$ cat src/rtl/mem_wb_pkg.sv
// rtl/mem_wb_pkg.sv - shared types for the MEM/WB skid stage
package mem_wb_pkg;

    localparam int DATA_W_DEF       = 32;
    localparam int REG_ADDR_W_DEF   = 5;
    localparam int RESULT_SRC_W_DEF = 2;

    typedef struct packed {
        logic [DATA_W_DEF-1:0]       pc_plus4;
        logic [DATA_W_DEF-1:0]       alu_result;
        logic [DATA_W_DEF-1:0]       read_data;
        logic                        reg_write;
        logic [RESULT_SRC_W_DEF-1:0] result_src;
        logic [REG_ADDR_W_DEF-1:0]   rd;
    } mem_wb_payload_t;

    localparam int MEM_WB_PAYLOAD_W = $bits(mem_wb_payload_t);

    typedef enum logic [1:0] {
        EMPTY,
        BUSY,
        FULL
    } skid_state_e;

    function automatic skid_state_e skid_state(input logic main_v, input logic skid_v);
        if (skid_v) begin
            return FULL;
        end else if (main_v) begin
            return BUSY;
        end
        return EMPTY;
    endfunction

endpackage

$ cat src/rtl/pipe_skid_buf.sv
// rtl/pipe_skid_buf.sv - generic 2-entry skid buffer with synchronous flush
module pipe_skid_buf
    import mem_wb_pkg::*;
#(
    parameter int             W              = 8,
    parameter logic [W-1:0]   FLUSH_CLR_MASK = '0
) (
    input  logic         clk,
    input  logic         rst,
    input  logic         flush,
    input  logic         valid_i,
    output logic         ready_o,
    input  logic [W-1:0] data_i,
    output logic         valid_o,
    input  logic         ready_i,
    output logic [W-1:0] data_o
);

    logic         main_valid_q, main_valid_d;
    logic         skid_valid_q, skid_valid_d;
    logic [W-1:0] main_q, main_d;
    logic [W-1:0] skid_q, skid_d;
    logic         accept;
    logic         release_w;
    skid_state_e  state;

    assign state     = skid_state(main_valid_q, skid_valid_q);
    assign ready_o   = !skid_valid_q;
    assign valid_o   = main_valid_q;
    assign data_o    = main_q;
    assign accept    = valid_i && !skid_valid_q;
    assign release_w = main_valid_q && ready_i;

    always_comb begin
        main_valid_d = main_valid_q;
        skid_valid_d = skid_valid_q;
        main_d       = main_q;
        skid_d       = skid_q;
        if (flush) begin
            // Payload survives a flush except the bits the owner asks to clear.
            main_valid_d = 1'b0;
            skid_valid_d = 1'b0;
            main_d       = main_q & ~FLUSH_CLR_MASK;
            skid_d       = skid_q & ~FLUSH_CLR_MASK;
        end else begin
            case (state)
                EMPTY: begin
                    if (accept) begin
                        main_d       = data_i;
                        main_valid_d = 1'b1;
                    end
                end
                BUSY: begin
                    if (accept && release_w) begin
                        main_d = data_i;
                    end else if (accept) begin
                        skid_d       = data_i;
                        skid_valid_d = 1'b1;
                    end else if (release_w) begin
                        main_valid_d = 1'b0;
                    end
                end
                default: begin
                    if (release_w) begin
                        main_d       = skid_q;
                        skid_valid_d = 1'b0;
                    end
                end
            endcase
        end
    end

    always_ff @(posedge clk) begin
        if (rst) begin
            main_valid_q <= 1'b0;
            skid_valid_q <= 1'b0;
            main_q       <= '0;
            skid_q       <= '0;
        end else begin
            main_valid_q <= main_valid_d;
            skid_valid_q <= skid_valid_d;
            main_q       <= main_d;
            skid_q       <= skid_d;
        end
    end

    always_ff @(posedge clk) begin
        if (!rst) begin
            assert (state != FULL || main_valid_q);
        end
    end

endmodule

$ cat src/rtl/mem_wb_skid_stage.sv
// rtl/mem_wb_skid_stage.sv - MEM/WB handshake stage; MEM_WB_STATS_EN enables stall/flush counters
module mem_wb_skid_stage
    import mem_wb_pkg::*;
#(
    parameter int DATA_WIDTH       = 32,
    parameter int REG_ADDR_WIDTH   = 5,
    parameter int RESULT_SRC_WIDTH = 2,
    parameter int STAT_WIDTH       = 32
) (
    input  logic                        clk,
    input  logic                        rst,
    input  logic                        flush,
    input  logic                        valid_m,
    output logic                        ready_m,
    input  logic [DATA_WIDTH-1:0]       PCPlus4_m,
    input  logic [DATA_WIDTH-1:0]       ALUResult_m,
    input  logic [DATA_WIDTH-1:0]       ReadData_m,
    input  logic                        RegWrite_m,
    input  logic [RESULT_SRC_WIDTH-1:0] ResultSrc_m,
    input  logic [REG_ADDR_WIDTH-1:0]   Rd_m,
    output logic                        valid_w,
    input  logic                        ready_w,
    output logic [DATA_WIDTH-1:0]       PCPlus4_w,
    output logic [DATA_WIDTH-1:0]       ALUResult_w,
    output logic [DATA_WIDTH-1:0]       ReadData_w,
    output logic                        RegWrite_w,
    output logic [RESULT_SRC_WIDTH-1:0] ResultSrc_w,
    output logic [REG_ADDR_WIDTH-1:0]   Rd_w,
    output logic [STAT_WIDTH-1:0]       stall_cycles,
    output logic [STAT_WIDTH-1:0]       flush_count
);

    localparam int              PW      = 3 * DATA_WIDTH + 1 + RESULT_SRC_WIDTH + REG_ADDR_WIDTH;
    localparam int              RW_BIT  = RESULT_SRC_WIDTH + REG_ADDR_WIDTH;
    localparam logic [PW-1:0]   RW_MASK = PW'(1) << RW_BIT;

    logic          reg_write_in;
    logic [PW-1:0] in_data;
    logic [PW-1:0] out_data;

    // A write to x0 is dropped at capture so writeback never sees it.
    assign reg_write_in = RegWrite_m && (Rd_m != '0);
    assign in_data      = {PCPlus4_m, ALUResult_m, ReadData_m, reg_write_in, ResultSrc_m, Rd_m};

    pipe_skid_buf #(
        .W              (PW),
        .FLUSH_CLR_MASK (RW_MASK)
    ) u_skid (
        .clk     (clk),
        .rst     (rst),
        .flush   (flush),
        .valid_i (valid_m),
        .ready_o (ready_m),
        .data_i  (in_data),
        .valid_o (valid_w),
        .ready_i (ready_w),
        .data_o  (out_data)
    );

    assign {PCPlus4_w, ALUResult_w, ReadData_w, RegWrite_w, ResultSrc_w, Rd_w} = out_data;

`ifdef MEM_WB_STATS_EN
    logic [STAT_WIDTH-1:0] stall_cycles_q;
    logic [STAT_WIDTH-1:0] flush_count_q;

    // Any entry valid implies the main entry is valid, so valid_w covers both.
    always_ff @(posedge clk) begin
        if (rst) begin
            stall_cycles_q <= '0;
            flush_count_q  <= '0;
        end else begin
            if (valid_w && !ready_w && stall_cycles_q != '1) begin
                stall_cycles_q <= stall_cycles_q + STAT_WIDTH'(1);
            end
            if (flush && valid_w && flush_count_q != '1) begin
                flush_count_q <= flush_count_q + STAT_WIDTH'(1);
            end
        end
    end

    assign stall_cycles = stall_cycles_q;
    assign flush_count  = flush_count_q;
`else
    assign stall_cycles = '0;
    assign flush_count  = '0;
`endif

    always_ff @(posedge clk) begin
        if (!rst) begin
            assert (!(RegWrite_w && Rd_w == '0));
        end
    end

endmodule

$ cat config.mk
export PLATFORM = sky130hd
export DESIGN_NAME = mem_wb_skid_stage
export DESIGN_NICKNAME = d
export VERILOG_FILES = /design/src/rtl/mem_wb_pkg.sv /design/src/rtl/pipe_skid_buf.sv /design/src/rtl/mem_wb_skid_stage.sv
export SDC_FILE = /design/constraint.sdc
export NUM_CORES = 1
export LEC_CHECK = 0
export CORE_MARGIN = 1
export CORE_UTILIZATION = 40
export CTS_CLUSTER_DIAMETER = 80
export DETAILED_ROUTE_END_ITERATION = 6
export PLACE_DENSITY = 0.78
export SYNTH_ARGS = -nofsm -noshare
export SYNTH_HDL_FRONTEND = slang
export SYNTH_SLANG_ARGS = --single-unit
$ cat constraint.sdc
create_clock -name clk -period 3.1 [get_ports clk]
set_input_delay 0.62 -clock clk [delete_from_list [all_inputs] [get_ports clk]]
set_output_delay 0.62 -clock clk [all_outputs]
set_load 0.005 [all_outputs]
; ---- Word-level counts from Yosys, hierarchy flattened
; Index checks and enable logic that the tools add are counted.
[op_classes]
addsub = 0
mul = 0
div = 0
magnitude_cmp = 0
eq_ne = 7
shift = 0
mux = 16
bitwise = 3
reduce_logical = 17
[ops]
columns = operator, count
row1 = $mux 104, 3
row2 = $pmux 104 s2, 1
row3 = $reduce_and 4->1, 3
row4 = $ne 2x1->1 const B, 4
row5 = $mux 1, 7
row6 = $mux 2, 3
row7 = $reduce_and 3->1, 2
row8 = $reduce_and 5->1, 1
row9 = $reduce_bool 5->1, 1
row10 = $logic_and 1x1->1, 4
row11 = $ne 2x2->1 const B, 2
row12 = $pmux 1 s2, 2
row13 = $reduce_bool 2->1, 2
row14 = $not 1->1, 3
row15 = $reduce_bool 3->1, 1
row16 = $eq 2x1->1 const B, 1
row17 = $logic_not 2->1, 1
row18 = $reduce_or 2->1, 1
row19 = $logic_not 1->1, 1
[totals]
ff_bits = 210
latchBits = 0
ram_bits = 0
rom_bits = 0
input_bits = 109
output_inout_bits = 170
word_cells = 49
memories = 0

; ---- Logic depth before layout (Yosys ltp)
; Gate-level depths: netlist (run 1).
[depth]
word_depth = 6
depth_mapped = 7
mapped_depth_nobuf = 3

; ---- Cells and area by module
; A second synthesis (run 1) with hierarchy kept.
[hier_totals]
cells_unflattened = 1122
hier_area_um2 = 10953.0
[by_module_without_submodules]
columns = module, instances, cells_per_inst, area_per_inst_um2, seq_area_each_um2
row1 = pipe_skid_buf, 1, 1055, 10453.8, 4204.0
row2 = mem_wb_skid_stage, 1, 67, 499.2, 0.0

; ---- Worst setup path before layout (run 1)
; OpenSTA, ideal clock, no wires.
[synth_timing]
kind = input -> register
start = input flush
end = register u_skid.main_q[100], in the netlist u_skid.data_o[100]
setup_ns = 0.086
arrival_ns = 1.781
required_time_ns = 3.014
slack_ns = 1.233
cell_stages = 6
n_path_buf = 4
path_cell_list = clkbuf_1 -> or3_1 -> clkbuf_1 -> buf_2 -> buf_2 -> a211oi_1
[synth_between]
elab_chain_cells = 2
[synth_lines]
columns = item, line
row1 = start: declaration, mem_wb_skid_stage.sv:12  ; input logic flush,
row2 = $not 1->1 (no line), -
row3 = $reduce_and 4->1 (no line), -
row4 = end signal: assignment, pipe_skid_buf.sv:82  ; main_q <= main_d;
row5 = end: declaration, pipe_skid_buf.sv:21  ; logic [W-1:0] main_q, main_d;
; Every way passes these cells.
; A chain may end at the register's enable or synchronous reset.

; ---- Worst setup path in the final report (run 1)
[layout_timing]
start = register u_skid.skid_valid_q
end = output ready_m
[layout_between]
elab_chain_cells = 1
[layout_lines]
columns = item, line
row1 = start: declaration, pipe_skid_buf.sv:20  ; logic skid_valid_q, skid_valid_d;
row2 = start signal: assignment, pipe_skid_buf.sv:81  ; skid_valid_q <= skid_valid_d;
row3 = $logic_not 1->1, pipe_skid_buf.sv:28  ; assign ready_o = !skid_valid_q;
row4 = end: declaration, mem_wb_skid_stage.sv:14  ; output logic ready_m,
; Every way passes these cells.

==> summary.txt, run 1 <==
STA
  – Final Setup Violations: 0
  – RSZ-0062 raised after global routing: false
  – Crit share post-route: ~86%
  – Slew @ Worst Pin: roughly 0.85 ns
  – Worst clock skew: 0.0156 ns
  – Fmax: approximately 370 MHz
  – Slew Viols, Final: 0
  – Setup TNS: 0 ns
  – Fin crit period: between 2 and 3 ns
  – Slew HR: a little over two fifths
  – Final hold vios: 0

Place
  – Placed Area: 0.0119 mm2
  – Buffers on Ports: 214
  – Placer's final routability congestion estimate: around 0.75
  – DP HPWL: between 15 and 20 mm

Floorplanning
  – Io pins: ~280
  – Starting density of the core: a little over 40%
  – # rows: 57
  – Die Area: between 0.02 and 0.03 mm2
  – Die W: 159 um
  – Die Ht: 159 um
  – Core Footprint: approximately 0.024 mm2

Detailed routing
  – Starting DRT DRC Count: around 570
  – 1st-pass router iterations: 5
  – Post-DRT Antenna Nets: 0
  – # DRC: 0
  – Routed WL per cell: approximately 17 um
  – Avg Vias per Cell: between 5 and 6
  – Final WL: 27.9 mm
  – Vias: just under 9,000

Critical path
  – CP arrival: 2.05 ns
  – Reg-to-reg startpoint: u_skid.skid_valid_q
  – CP Class: reg -> out
  – Worst R2R End: u_skid.data_o[100]
  – Critical-path cell list: inv_2, clkdlybuf4s50_1
  – Critical path startpoint category: flop
  – CP delay by family, top: flip-flops
  – Element type at the critical path end: output port
  – R2R setup slack: 0.72 ns
  – Slowest CP cell: dfxtp_4
  – CP peak stage delay: approximately 0.90 ns
  – Crit path required time: 2.48 ns
  – WP buf/inv: 2
  – CP Max Fanout: 56
  – FF-to-FF path depth: 4

Synth
  – Most frequently used flop master after synthesis: dfxtp_1
  – Seq/Total Area, Yosys: a little over two fifths
  – Count of cell types in the netlist: 26
  – Flops & latches, synth: 210
  – Post-synthesis average cell area: roughly 8.6 um2
  – Syn. warnings: 0
  – Synth Cell Area: 0.00985 mm2
  – Synth Instances: 1,145
  – EDFF count, synth: 0
  – Synth async-reset ratio: 0%

Run status
  – Outcome: finished, final reports clean

Pwr
  – Pleak: between 4 and 5 nW
  – Peak supply drop: 0.326 mV
  – Power per cell area: approximately 510 mW/mm2

Hold path
  – Cell depth of the worst hold path: 2
  – Hold path startpoint: u_skid.data_o[36]
  – Hold Path End: u_skid.data_o[36]
  – HP Class: reg -> reg

CTS
  – Cts bufs inserted: 23
  – CTS Buffer Depth: 3
  – Setup bufs post-CTS: 0
  – CTS root buffer: clkbuf_16
  – Number of H-tree levels: 1
  – CTS Hold Bufs: 0
  – Post-CTS resize count: 0
  – CTS clk-pin slew, worst paths: around 0.06 ns
  – Sink Count: 210
  – Worst skew pair latency: between 0.5 and 0.6 ns
  – CTS tree: built

Layout
  – Final core utilization: a little over half
  – Nets: between 1,000 and 1,500
  – Antenna Cells: 0
  – Syn-to-layout area delta: 28.7%
  – Share of layout cells above drive strength 1: roughly 11%
  – Fin area: 0.0127 mm2
  – Fill cells: approximately 2,200

GRT
  – Vias in the first global route: 8,524
  – First-pass GRT wire length: 45.0 mm
  – Total grt overflow: 0
  – Antenna violations before repair: 0
  – Pin count of the biggest net entering global routing: approximately 140
  – All-Layer GR Usage: a little over a fifth

Run
  – Max-Cap Viols: 0
state kept, by name, indices dropped and copies added, names as in the netlist:
signal               flops
u_skid.data_o          104
u_skid.skid_q          104
u_skid.skid_valid_q      1
u_skid.valid_o           1
worst reg2reg max path, delay by kind of cell, from the launching register on:
kind                   cells  cell delay [ns]
AOI/OAI and AO/OA          1             0.26
DFF                        1             0.90
buffers and inverters      1             0.50
muxes                      1             0.41
and+or+nand+nor            1             0.17
how the worst max path moves through the flow:
stage	slack, ns	depth (start not counted)	to	start
6_report	0.43	2	ready_m	u_skid.skid_valid_q
5_1_grt	0.32	2	ready_m	u_skid.skid_valid_q
4_1_cts	0.40	2	ready_m	u_skid.skid_valid_q
3_5_place_dp	0.50	5	u_skid.data_o[77]	valid_m
3_3_place_gp	0.58	5	u_skid.data_o[92]	valid_m
2_1_floorplan	1.23	6	u_skid.data_o[100]	flush
logic make-up after synthesis:
kind of cell / share of synthesized area [%]
AOI/OAI and AO/OA: 19.0
buffers and inverters: 14.0
and+or+nand+nor: 12.3
DFF: 42.7
muxes: 11.9
other: 0.0381
cell type report:
| cell class | count | area [um2] | area share [%] |
|---|---|---|---|
| Tap cell | 324 | 405 | 3.20 |
| Timing Repair Buffer | 231 | 2360 | 18.6 |
| Clock buffer | 36 | 726 | 5.73 |
| Clock inverter | 3 | 18.8 | 0.148 |
| Multi-Input combinational cell | 701 | 4550 | 35.9 |
| Sequential cell | 210 | 4210 | 33.2 |
| Inverter | 106 | 399 | 3.15 |
cells in the mapped netlist (2+ instances only):
cell type	n	area [um2]
dfxtp_1	210	4200
a211oi_1	106	796
a21oi_1	106	531
inv_1	104	390
nand3_1	103	515
nor4_1	103	644
clkbuf_1	98	368
o21ai_0	89	445
mux2_2	79	890
buf_4	64	480
mux2_1	24	270
buf_2	22	110
o21ai_1	15	75.1
buf_1	7	26.3
inv_2	2	7.51
nand2_1	2	7.51
o211ai_1	2	15.0
cell usage in the layout, fill, tap and decap left out, types with 2 or more instances in the layout:
| master | instances |
|---|---|
| a211oi_1 | 106 |
| a21oi_1 | 106 |
| buf_12 | 7 |
| buf_4 | 10 |
| buf_6 | 2 |
| clkbuf_1 | 4 |
| clkbuf_16 | 24 |
| clkbuf_8 | 8 |
| clkdlybuf4s50_1 | 212 |
| clkinv_2 | 3 |
| conb_1 | 64 |
| dfxtp_1 | 209 |
| inv_1 | 104 |
| mux2_1 | 24 |
| mux2_2 | 79 |
| nand2_1 | 2 |
| nand3_1 | 103 |
| nor4_1 | 103 |
| o211ai_1 | 2 |
| o21ai_0 | 89 |
| o21ai_1 | 15 |
layer usage:
layer	vias to the layer above	track usage [%]	wire length, um
li1	4238	-	-
met1	4311	27.5	12300
met2	327	35.6	13000
met3	40	4.52	2100
met4	0	5.86	497
met5	-	0	0
report_power, final:
| part | internal [W] | switching (W) | total (W) |
|---|---|---|---|
| sequential | 0.00281 | 0.0000672 | 0.00287 |
| combinational | 0.000443 | 0.000406 | 0.000849 |
| clock | 0.00160 | 0.00109 | 0.00268 |
through the flow:
stage	hold slack [ns]	power, W	cells	setup WS (ns)
2_1_floorplan	0.435	0.00337	1208	1.23
3_3_place_gp	0.443	0.00376	1572	0.584
3_5_place_dp	0.444	0.00377	1572	0.500
4_1_cts	0.455	0.00646	1611	0.403
5_1_grt	0.467	0.00665	1611	0.322
6_report	0.455	0.00641	1611	0.426
Note: power is estimated with default switching activity, not from simulation.
==> run 2: changes to the inputs <==
--- a/config.mk
+++ b/config.mk
@@ -9,6 +9,7 @@
 export CORE_UTILIZATION = 40
 export CTS_CLUSTER_DIAMETER = 80
 export DETAILED_ROUTE_END_ITERATION = 6
+export GPL_TIMING_DRIVEN = 0
 export PLACE_DENSITY = 0.78
 export SYNTH_ARGS = -nofsm -noshare
 export SYNTH_HDL_FRONTEND = slang
==> run 2 against run 1 <==
  * Critical path depth is 3 higher
  * Combinational power up 11%
  * Sequential share of layout area is 1.9 points lower
  * Largest cell class unchanged
  * Sequential power is essentially flat
  * Worst setup slack lost 0.26 ns
  * Non-clock buffer count up 172
  * Clock-buffer cell count unchanged
  * Total power up 3.5%
==> summary.txt, run 2 (synthesis results as in run 1) <==
Run status
  – Outcome: finished, final reports clean

GRT
  – Total grt overflow: 0
  – Vias in the first global route: between 8,000 and 9,000
  – First-pass GRT wire length: 46.8 mm
  – Antenna violations before repair: 2
  – Pin count of the biggest net entering global routing: 13
  – All-Layer GR Usage: 22.6%

STA
  – RSZ-0062 raised after global routing: false
  – Setup ws final: about 0.17 ns
  – Final Setup Violations: 0
  – Slew Viols, Final: 0
  – Fmax: ~340 MHz
  – Fin crit period: around 2.9 ns
  – Crit share post-route: between 90% and 100%
  – Slew @ Worst Pin: between 0.8 and 0.9 ns
  – Worst clock skew: 0.0164 ns
  – Slew HR: approximately 45%
  – Hold Slack: approximately 0.45 ns
  – Final hold vios: 0

Detailed routing
  – Post-DRT Antenna Nets: 0
  – 1st-pass router iterations: 5
  – Wl on met1: between 10 and 15 mm
  – DR WL met3: about 2.2 mm
  – Starting DRT DRC Count: approximately 590
  – Final WL: ~30 mm
  – Routed WL per cell: ~17 um
  – Vias: 9,382
  – Top Metal Used: met4
  – Avg Vias per Cell: 5.24
  – DR WL met2: between 10 and 15 mm
  – # DRC: 0

Hold path
  – HP Class: reg -> reg

Pwr
  – Total power: ~0.0066 W
  – Power per cell area: 495 mW/mm2
  – Peak supply drop: 0.368 mV
  – Pleak: approximately 4.7 nW

Layout
  – Commonest non-fill, non-tap cell in the layout: clkdlybuf4s50_1
  – Most frequent cells in the layout: clkdlybuf4s50_1 (212), dfxtp_1 (210), a21oi_1 (106), a211oi_1 (106), inv_1 (104)
  – Nets: roughly 1,600
  – Share of layout cells above drive strength 1: approximately 14%
  – Fin area: between 0.01 and 0.015 mm2
  – Syn-to-layout area delta: 36.2%

CTS
  – Setup bufs post-CTS: 0
  – CTS clk-pin slew, worst paths: approximately 0.06 ns
  – Sink Count: between 200 and 250
  – Cts bufs inserted: 24
  – CTS root buffer: clkbuf_16
  – Post-CTS resize count: 0
  – Worst skew pair latency: between 0.5 and 0.6 ns
  – CTS Buffer Depth: 3
  – CTS Hold Bufs: 0
  – CTS tree: built
  – Number of H-tree levels: 1

Critical path
  – CP Class: reg -> out
  – Crit path required time: 2.48 ns
  – Element type at the critical path end: output port
  – CP Max Fanout: 10
  – Critical path startpoint category: flop
  – CP arrival: around 2.3 ns

Place
  – Pre-CTS setup slack: 0.00553 ns
  – Placed Area: 0.0126 mm2
  – Buffers on Ports: between 200 and 250
  – DP HPWL: 21.2 mm
  – Placer's final routability congestion estimate: between 0.8 and 0.9

Floorplanning
  – Die W: 159 um
  – Die Ht: ~160 um
  – Io pins: around 280
  – # rows: between 50 and 60
  – Starting density of the core: around two fifths
  – Core Footprint: between 0.02 and 0.025 mm2
  – Die Area: 0.0252 mm2

Run
  – Max-Cap Viols: 0
==> run 2: final timing paths <==
kind	startpoint	endpoint	slack, ns	depth (start not counted)
worst min-delay path	u_skid.data_o[39]	u_skid.data_o[39]	0.45	2
worst min register to register	u_skid.data_o[39]	u_skid.data_o[39]	0.45	2
worst max register to register	u_skid.valid_o	u_skid.data_o[96]	0.72	6
worst max-delay path	u_skid.skid_valid_q	ready_m	0.17	5
==> run 2: area by class of cell <==
type	instances	area [um2]
fillers	2216	10800
inverters	106	398
well taps	324	405
multi-input cells	701	4500
repair buffers	212	2120
clock inverters	7	63.8
clock buffers	36	727
plain buffers	191	987
diodes	2	5.00
flip-flops and latches	210	4200
==> run 2: metrics by stage <==
step	setup TNS, ns	instances	utilization [%]
global route	0	1789	55.3
global placement	-0.564	1744	52.0
detailed placement	0	1744	52.0
CTS	0	1787	55.3
finish	0	1789	55.3
floorplan	0	1208	-
==> run 2: critical path: stages (launching register included) <==
cell	delay [ns]
dfxtp_1	0.34
buf_2	0.30
buf_4	0.29
buf_2	0.28
inv_2	0.07
clkdlybuf4s50_1	0.51
==> run 2: power by group <==
part | internal [W] | switching (W)
combinational | 0.000497 | 0.000443
sequential | 0.00281 | 0.0000583
clock | 0.00170 | 0.00113
total | 0.00500 | 0.00163
==> run 2: layer usage <==
| layer | track usage (%) | vias to the layer above |
|---|---|---|
| met1 | 30.3 | 4394 |
| met3 | 4.94 | 45 |
| met4 | 5.68 | 0 |
| met2 | 36.9 | 344 |
| met5 | 0 | - |
| li1 | - | 4599 |
==> run 3: changes to the inputs <==
--- a/config.mk
+++ b/config.mk
@@ -5,12 +5,15 @@
 export SDC_FILE = /design/constraint.sdc
 export NUM_CORES = 1
 export LEC_CHECK = 0
+export ABC_CLOCK_PERIOD_IN_PS = 3100
 export CORE_MARGIN = 1
 export CORE_UTILIZATION = 40
 export CTS_CLUSTER_DIAMETER = 80
 export DETAILED_ROUTE_END_ITERATION = 6
 export GPL_TIMING_DRIVEN = 0
 export PLACE_DENSITY = 0.78
+export REMOVE_ABC_BUFFERS = 1
 export SYNTH_ARGS = -nofsm -noshare
 export SYNTH_HDL_FRONTEND = slang
 export SYNTH_SLANG_ARGS = --single-unit
+export TNS_END_PERCENT = 30
==> run 3 against run 2 <==
  * Worst setup slack got worse by 0.027 ns
  * Wire length fell by 7.0%
  * Via count fell by 4.2%
  * Sequential cell count did not move
  * Core utilization fell by 2.0 points
  * Clock-buffer cell count rose by 1
  * Non-clock buffer count fell by 167
  * Sequential power barely moved
==> summary.txt, run 3 (synthesis results as in run 1) <==
Run status
  – Outcome: finished, final reports clean

STA
  – Slew @ Worst Pin: 0.967 ns
  – Slew HR: a little over a third
  – Fin crit period: around 3.0 ns
  – Setup ws final: approximately 0.14 ns
  – Final hold vios: 0
  – Fmax: 338 MHz
  – Slew Viols, Final: 0
  – Worst clock skew: 0.0156 ns
  – Crit share post-route: between 90% and 100%
  – Setup TNS: 0 ns
  – RSZ-0062 raised after global routing: false
  – Final Setup Violations: 0

Detailed routing
  – # DRC: 0
  – Vias: between 8,000 and 9,000
  – Post-DRT Antenna Nets: 0
  – Avg Vias per Cell: roughly 5.5
  – Final WL: 27.8 mm
  – Starting DRT DRC Count: 750
  – Routed WL per cell: around 17 um
  – 1st-pass router iterations: 5

Critical path
  – CP arrival: roughly 3.3 ns
  – Crit path required time: 3.45 ns
  – Worst R2R End: u_skid.data_o[101]
  – Element type at the critical path end: flop
  – FF-to-FF path depth: 6
  – R2R setup slack: 0.20 ns
  – CP Max Fanout: 54
  – Critical path startpoint category: primary input
  – Reg-to-reg startpoint: u_skid.valid_o
  – Crit. Startpoint: ready_w
  – CP Class: in -> reg

Place
  – DP HPWL: 16.4 mm
  – Placer's final routability congestion estimate: 0.705
  – Pre-CTS setup slack: -0.434 ns
  – Buffers on Ports: roughly 210
  – Placed Area: about 0.012 mm2

CTS
  – Sink Count: 210
  – CTS tree: built
  – CTS Hold Bufs: 0
  – Cts bufs inserted: 24
  – Number of H-tree levels: 1
  – Worst skew pair latency: a little over 0.5 ns
  – CTS root buffer: clkbuf_16
  – CTS Buffer Depth: 3
  – CTS clk-pin slew, worst paths: ~0.060 ns

GRT
  – First-pass GRT wire length: 44.7 mm
  – Vias in the first global route: just under 9,000
  – Pin count of the biggest net entering global routing: 116
  – Antenna violations before repair: 0
  – Total grt overflow: 0
  – All-Layer GR Usage: about a fifth

Hold path
  – Hold Path End: u_skid.data_o[72]
  – HP Class: reg -> reg
  – Hold path startpoint: u_skid.data_o[72]
  – Cell depth of the worst hold path: 2

Pwr
  – Power per cell area: roughly 500 mW/mm2
  – Peak supply drop: 0.329 mV
  – Pleak: 4.34 nW

Floorplanning
  – Starting density of the core: about two fifths
  – Die W: approximately 160 um
  – # rows: between 50 and 60
  – Die Ht: 159 um
  – Io pins: between 200 and 300
  – Die Area: 0.0252 mm2
  – Core Footprint: around 0.024 mm2

Layout
  – Most frequent cells in the layout: clkdlybuf4s50_1 (212), dfxtp_1 (209), a21oi_1 (106), a211oi_1 (106), inv_1 (104)
  – Commonest non-fill, non-tap cell in the layout: clkdlybuf4s50_1
  – Antenna Cells: 0
  – Share of layout cells above drive strength 1: a little under an eighth
  – Final core utilization: roughly 53%
  – Fin area: approximately 0.013 mm2
  – Nets: between 1,000 and 1,500
  – Syn-to-layout area delta: 31.3%

Run
  – Max-Cap Viols: 0
run 3: final cells by class:
type,count,area [um2]
clock buffers,37,741
inverters,106,400
repair buffers,236,2580
multi-input cells,701,4550
fillers,2156,11300
clock inverters,6,35.0
well taps,324,405
flip-flops and latches,210,4210
run 3: worst max path at each step:
stage / cells after the start / to / slack, ns
after floorplan: 3 / u_skid.skid_q[7] / -6.79
after global placement: 3 / u_skid.skid_q[7] / -14.23
after detailed placement: 6 / u_skid.data_o[50] / -0.43
after CTS: 7 / u_skid.data_o[101] / 0.14
after global routing: 7 / u_skid.data_o[86] / 0.04
final: 7 / u_skid.data_o[101] / 0.14
run 3: layer usage:
layer / global-route usage [%] / wire length, um / up-vias
met1: 27.1 / 12200 / 4333
met3: 3.47 / 1730 / 49
met4: 7.78 / 679 / 0
li1: - / - / 4257
met5: 0 / 0 / -
met2: 35.4 / 13200 / 346
run 3: what timing repair did:
action / 4_1_cts / 5_1_grt
gates resized for setup: 0 / 0
buffers inserted: 2 / 0
setup endpoints to repair: 103 / 0
run 3: stage by stage:
| step | total power (W) | hold slack, ns | std cells |
|---|---|---|---|
| after global routing | 0.00676 | 0.463 | 1620 |
| after floorplan | 0.00323 | 0.434 | 1017 |
| after CTS | 0.00657 | 0.456 | 1620 |
| after detailed placement | 0.00379 | 0.444 | 1575 |
| after global placement | 0.00376 | 0.444 | 1555 |
| final | 0.00650 | 0.455 | 1620 |
run 3: worst max-delay path, cell delays in order:
cell             delay (ns)
clkdlybuf4s50_1        0.54
nor2b_4                0.54
buf_16                 0.24
buf_12                 0.22
or3_4                  0.60
buf_16                 0.32
a211oi_1               0.14
run 3: power breakdown:
part	internal [W]	switching, W	total (W)
Combinational	0.000464	0.000411	0.000875
Clock	0.00164	0.00111	0.00275
Sequential	0.00281	0.0000608	0.00287
Total	0.00491	0.00159	0.00650
